**config.mk**
```make
export PLATFORM = sky130hd
export DESIGN_NAME = gb_intctl_flat
export DESIGN_NICKNAME = d
export VERILOG_FILES = /design/src/rtl/gb_intctl_if.sv /design/src/rtl/gb_intctl.sv /design/src/flat_wrapper.sv
export SDC_FILE = /design/constraint.sdc
export NUM_CORES = 1
export LEC_CHECK = 0
export ABC_AREA = 1
export CAP_MARGIN = 25
export CORE_ASPECT_RATIO = 0.6
export CORE_UTILIZATION = 30
export CTS_CLUSTER_DIAMETER = 50
export DETAILED_ROUTE_END_ITERATION = 8
export DONT_BUFFER_PORTS = 1
export GPL_TIMING_DRIVEN = 1
export PLACE_DENSITY = 0.55
export RECOVER_POWER = 50
export SLEW_MARGIN = 20
export SYNTH_ARGS = -nofsm -noshare
export SYNTH_HDL_FRONTEND = slang
export SYNTH_SLANG_ARGS = --single-unit
```
**constraint.sdc**
```tcl
create_clock -name clock -period 1.9 [get_ports clock]
set_clock_uncertainty 0.2 [all_clocks]
set_input_delay 0.285 -clock clock [delete_from_list [all_inputs] [get_ports clock]]
set_output_delay 0.285 -clock clock [all_outputs]
set_load 0.05 [all_outputs]
```
**src/rtl/gb_intctl_if.sv**
```systemverilog
// CPU-facing bus of the Game Boy interrupt controller: load/store register
// access plus the intreq/intaddress/intack handshake.
interface gb_intctl_if;
    logic [15:0] address;
    logic [7:0]  wdata;
    logic        load;
    logic        store;
    logic [7:0]  rdata;
    logic        hit;
    logic        intreq;
    logic [15:0] intaddress;
    logic        intack;

    modport master (
        output address, wdata, load, store, intack,
        input  rdata, hit, intreq, intaddress
    );

    modport slave (
        input  address, wdata, load, store, intack,
        output rdata, hit, intreq, intaddress
    );
endinterface

```
**src/rtl/gb_intctl.sv**
```systemverilog
// Game Boy interrupt controller: IF/IE registers, rising-edge capture of the
// five source lines and a request/acknowledge FSM towards the CPU.
module gb_intctl #(
    parameter logic [15:0] IF_ADDR    = 16'hFF0F,
    parameter logic [15:0] IE_ADDR    = 16'hFFFF,
    parameter logic [15:0] VEC_BASE   = 16'h0040,
    parameter logic [15:0] VEC_STRIDE = 16'h0008
) (
    input  logic       clock,
    input  logic       reset,
    input  logic [4:0] irq_in,
    gb_intctl_if.slave bus
);

    typedef enum logic [1:0] {
        ST_IDLE,
        ST_REQ,
        ST_GAP
    } state_t;

    state_t      r_state;
    state_t      w_state_next;
    logic [4:0]  r_if;
    logic [7:0]  r_ie;
    logic [4:0]  r_irq_prev;
    logic [2:0]  r_vec_idx;
    logic [2:0]  w_vec_idx_next;
    logic [15:0] r_intaddress;
    logic [15:0] w_intaddress_next;

    logic        w_if_sel;
    logic        w_ie_sel;
    logic        w_store_if;
    logic        w_store_ie;
    logic        w_ack;
    logic [4:0]  w_rise;
    logic [4:0]  w_pending;
    logic [4:0]  w_if_next;
    logic        w_win_valid;
    logic [2:0]  w_win_idx;

    assign w_if_sel   = (bus.address == IF_ADDR);
    assign w_ie_sel   = (bus.address == IE_ADDR);
    assign w_store_if = bus.store & w_if_sel;
    assign w_store_ie = bus.store & w_ie_sel;
    assign w_rise     = irq_in & ~r_irq_prev;
    assign w_pending  = r_if & r_ie[4:0];
    assign w_ack      = (r_state == ST_REQ) & bus.intack;

    assign bus.hit   = bus.load & (w_if_sel | w_ie_sel);
    assign bus.rdata = w_if_sel ? {3'b111, r_if} :
                       w_ie_sel ? r_ie : 8'h00;

    // Lowest index wins: scan downwards so the last match is the lowest.
    always_comb begin
        w_win_idx   = 3'd0;
        w_win_valid = |w_pending;
        for (int i = 4; i >= 0; i--) begin
            if (w_pending[i]) w_win_idx = 3'(i);
        end
    end

    // Applied weakest first so a rising source overrides a write or an ack clear.
    always_comb begin
        w_if_next = r_if;
        if (w_ack)      w_if_next[r_vec_idx] = 1'b0;
        if (w_store_if) w_if_next = bus.wdata[4:0];
        w_if_next = w_if_next | w_rise;
    end

    always_ff @(posedge clock or posedge reset) begin
        if (reset) begin
            r_if       <= 5'h00;
            r_ie       <= 8'h00;
            r_irq_prev <= 5'h00;
        end else begin
            // NOTE: non-blocking assignments in clocked blocks so every register samples pre-edge values.
            r_if       <= w_if_next;
            r_irq_prev <= irq_in;
            if (w_store_ie) r_ie <= bus.wdata;
        end
    end

    always_ff @(posedge clock or posedge reset) begin
        if (reset) begin
            r_state      <= ST_IDLE;
            r_vec_idx    <= 3'd0;
            r_intaddress <= 16'h0000;
        end else begin
            r_state      <= w_state_next;
            r_vec_idx    <= w_vec_idx_next;
            r_intaddress <= w_intaddress_next;
        end
    end

    always_comb begin
        // NOTE: every always_comb output gets a default first so no path infers a latch.
        w_state_next      = r_state;
        w_vec_idx_next    = r_vec_idx;
        w_intaddress_next = r_intaddress;
        case (r_state)
            ST_IDLE: begin
                if (w_win_valid) begin
                    w_state_next      = ST_REQ;
                    w_vec_idx_next    = w_win_idx;
                    w_intaddress_next = VEC_BASE + VEC_STRIDE * 16'(w_win_idx);
                end
            end
            ST_REQ: begin
                // The vector is frozen here; later, higher-priority sources wait.
                if (bus.intack) begin
                    w_state_next      = ST_GAP;
                    w_intaddress_next = 16'h0000;
                end else if (!w_pending[r_vec_idx]) begin
                    w_state_next      = ST_IDLE;
                    w_intaddress_next = 16'h0000;
                end
            end
            ST_GAP: begin
                w_state_next = ST_IDLE;
            end
            default: begin
                w_state_next      = ST_IDLE;
                w_intaddress_next = 16'h0000;
            end
        endcase
    end

    assign bus.intreq     = (r_state == ST_REQ);
    assign bus.intaddress = r_intaddress;

endmodule

```
**src/flat_wrapper.sv**
```systemverilog
// flat-port wrapper written by rule: the top's interface ports become plain ports
module gb_intctl_flat 
#(
    parameter logic [15:0] IF_ADDR    = 16'hFF0F,
    parameter logic [15:0] IE_ADDR    = 16'hFFFF,
    parameter logic [15:0] VEC_BASE   = 16'h0040,
    parameter logic [15:0] VEC_STRIDE = 16'h0008
)
  (clock, reset, irq_in, bus_address, bus_wdata, bus_load, bus_store, bus_intack, bus_rdata, bus_hit, bus_intreq, bus_intaddress);
  gb_intctl_if bus_i ();
  input  logic clock;
  input  logic reset;
  input  logic [4:0] irq_in;
  input wire logic [$bits(bus_i.address)-1:0] bus_address;
  input wire logic [$bits(bus_i.wdata)-1:0] bus_wdata;
  input wire logic [$bits(bus_i.load)-1:0] bus_load;
  input wire logic [$bits(bus_i.store)-1:0] bus_store;
  input wire logic [$bits(bus_i.intack)-1:0] bus_intack;
  output wire logic [$bits(bus_i.rdata)-1:0] bus_rdata;
  output wire logic [$bits(bus_i.hit)-1:0] bus_hit;
  output wire logic [$bits(bus_i.intreq)-1:0] bus_intreq;
  output wire logic [$bits(bus_i.intaddress)-1:0] bus_intaddress;
  assign bus_i.address = bus_address;
  assign bus_i.wdata = bus_wdata;
  assign bus_i.load = bus_load;
  assign bus_i.store = bus_store;
  assign bus_i.intack = bus_intack;
  assign bus_rdata = bus_i.rdata;
  assign bus_hit = bus_i.hit;
  assign bus_intreq = bus_i.intreq;
  assign bus_intaddress = bus_i.intaddress;
  gb_intctl #(.IF_ADDR(IF_ADDR), .IE_ADDR(IE_ADDR), .VEC_BASE(VEC_BASE), .VEC_STRIDE(VEC_STRIDE)) u_core (.clock(clock), .reset(reset), .irq_in(irq_in), .bus(bus_i));
endmodule
```
==> results.tsv, run 1 <==
stage	metric	value	unit
timing	min_period	1.75	ns
setup_path	worstSetupPathType	input port to primary output	
grt	antenna_found_initial	0	
timing	slew_headroom	0.552	
synth	synthAdderAreaFrac	0	
setup_path	critPathBufInv	2	
clock_tree	clockBufferDepth	2	
detailed_routing	drt_pass1_iterations	4	
cells_and_area	drive_gt1_frac	0.124	
synth	netlist_area	1470	µm²
timing	rsz0062_at_grt	no	
setup_path	cpPeakStageDelay	0.22	ns
detailed_routing	via_per_inst	4.30	
grt	grt_pass1_vias	1119	
clock_tree	htreeDepth	1	
synth	synth_top_family_by_area	simple AND/OR/NAND/NOR gates	
placement	dp_hpwl	2550	µm
flow_run	drv_cap	0	
detailed_routing	initialDrtViolationCount	131	
cells_and_area	nets	261	
synth	synthCells	198	
placement	pre_cts_slack	0.0457	ns
pwr	peakVddDrop	397	µV
detailed_routing	vias	1242	
cells_and_area	final_common_cell	nand2_1	
clock_tree	clk_pin_slew	0.09	ns
clock_tree	clock_sinks	27	
synth	synth_xor_area_frac	0	
cells_and_area	syn_to_final_growth	24.1	%
detailed_routing	route.detailed.drc	0	
worst_hold_path	hp-class	input port to flip-flop	
placement	port_buffers	0	
timing	tightest_slew	0.672	ns
worst_hold_path	min_from	bus_intack	
timing	holdWs	0.0446	ns
floorplanning	die_w	92.3	µm
cells_and_area	layout_common_cells	nand2_1 (68), dfrtp_1 (27), inv_1 (22)	
synth	ys_types	21	
timing	setup-violations-final	0	
setup_path	startpoint	bus_address[11]	
floorplanning	fp.dieH	56.2	µm
timing	finalHoldViolations	0	
timing	fmax	570	MHz
setup_path	worstSetupStartpointType	input port	
detailed_routing	wl	3260	µm
synth	yosys_warnings	0	
clock_tree	clk_latency	0.27	ns
floorplanning	die-area	5180	µm²
setup_path	cp_data_arrival_time	1.27	ns
setup_path	cp-end-kind	primary output	
detailed_routing	final_antenna_net_count	0	
clock_tree	ctsRootBufferMaster	clkbuf_8	
grt	grt_usage	0.136	
timing	drv_slew	0	
cells_and_area	n_antenna_cell	0	
run_status	status	completed	
floorplanning	start_util	0.316	
synth	synthMuxAreaShare	0	
grt	grt.overflow.total	0	
setup_path	crit_chain	nand4_1, nor2_2, nand2_1, clkinv_2, nand2_1, o21ai_1, buf_4	
setup_path	path_max_fanout	15	
pwr	p_leak	1.03	nW
pwr	power-per-cell-area	567	nW/µm²
grt	grt_max_degree	28	
cells_and_area	fillCellCount	491	
clock_tree	cts_made_buffers	3	
clock_tree	cts_tree	yes	
grt	grt_pass1_wl	5470	µm
timing	fin_ws	0.145	ns
floorplanning	core	4640	µm²
detailed_routing	wire_per_inst	11.3	µm
setup_path	critPathMostFrequentCell	nand2_1	
setup_path	critPathSlowestCell	buf_4	
setup_path	timing.rr.start	u_core.r_state[1]	
placement	place.gp.congestion	0.793	
setup_path	cp_data_required_time	1.41	ns
synth	synth-seq-cells	27	
timing	period_share	0.923	
setup_path	cp_top_family	simple AND/OR/NAND/NOR gates	
synth	seq_area_frac_synth	0.461	
clock_tree	postCtsSetupRepairBufs	0	
synth	synth_compound_area_frac	0.0572	
synth	yosys.area_share.simple	0.342	
synth	syn_area_per_cell	7.41	µm²
floorplanning	boundaryPins	60	
floorplanning	row_count	19	
registers in the layout, summed over array words and instances, names as in the netlist:
name                   cells
u_core.r_ie                8
u_core.r_if                5
u_core.r_irq_prev          5
u_core.bus.intaddress      4
u_core.r_vec_idx           3
u_core.r_state             2
routing by layer:
layer  track usage  vias up  wire length, µm
met1         0.224      556             1890
met2         0.178       26             1220
li1              -      660                -
met3        0.0423        0              140
met4             0        0                0
met5             0        -                0
metrics by stage:
| stage | utilization | instance area, µm² | power (mW) | TNS [ns] | cells |
|---|---|---|---|---|---|
| after floorplan | - | 1510 | 0.700 | -0.460 | 209 |
| after CTS | 0.393 | 1820 | 1.04 | 0 | 289 |
| after global placement | 0.350 | 1620 | 0.686 | 0 | 270 |
| after detailed placement | 0.350 | 1620 | 0.687 | 0 | 270 |
| final | 0.393 | 1820 | 1.03 | 0 | 289 |
| after global routing | 0.393 | 1820 | 1.07 | 0 | 289 |
power breakdown:
| group | switching (mW) | total [mW] | leakage [nW] | internal [mW] |
|---|---|---|---|---|
| clock network | 0.181 | 0.328 | 0.0255 | 0.147 |
| logic | 0.0820 | 0.111 | 0.665 | 0.0288 |
| registers | 0.0103 | 0.593 | 0.339 | 0.582 |
synthesized netlist by cell type:
cell type | n | share of area
a21boi_0 | 1 | 0.0051
conb_1 | 1 | 0.0026
o21ai_0 | 8 | 0.027
nand2_2 | 2 | 0.0085
buf_4 | 12 | 0.061
inv_2 | 2 | 0.0051
nand2_1 | 69 | 0.18
nor2_2 | 2 | 0.0085
a21oi_1 | 5 | 0.017
nand3_2 | 1 | 0.0068
nor3_1 | 2 | 0.0068
nand4_1 | 5 | 0.021
nor3b_2 | 1 | 0.0085
buf_6 | 1 | 0.0077
inv_1 | 22 | 0.056
a21boi_2 | 1 | 0.0077
nor2_1 | 13 | 0.033
clkinv_2 | 1 | 0.0034
nand3_1 | 21 | 0.072
dfrtp_1 | 27 | 0.46
buf_2 | 1 | 0.0034
worst paths after layout:
kind,endpoint,cells past startpoint,slack [ns]
max,bus_rdata[0],7,0.15
min,u_core.r_state[1],1,0.04
max reg2reg,u_core.r_if[4],4,0.43
min reg2reg,u_core.r_ie[6],2,0.28
max in group asynchronous,u_core.r_irq_prev[1],3,0.63
min in group asynchronous,u_core.r_irq_prev[4],3,0.43
cells by family after synthesis:
family | Yosys count
other | 1
buffers and inverters | 39
AND/OR/NAND/NOR | 116
AO/OA/AOI/OAI | 15
flip-flops | 27
layout make-up:
type / instances / area [µm²] / area share
clock buffers: 3 / 41.3 / 0.0227
clock inverters: 1 / 5.00 / 0.00275
inverters: 25 / 95.1 / 0.0522
multi-input cells: 143 / 637 / 0.350
flip-flops and latches: 27 / 676 / 0.371
well taps: 63 / 78.8 / 0.0433
repair buffers: 27 / 288 / 0.158
timing repair:
action	in CTS	in global routing
setup endpoints to repair	0	6
hold endpoints to repair	45	0
gates resized for setup	0	1
hold buffers	15	0
(Power assumes the default switching activity.)
==> inputs of run 2 (changes only) <==
CAP_MARGIN = default   (was 25)
==> results of run 2 <==
The final DEF is identical to that of run 1; final timing and power are the same.
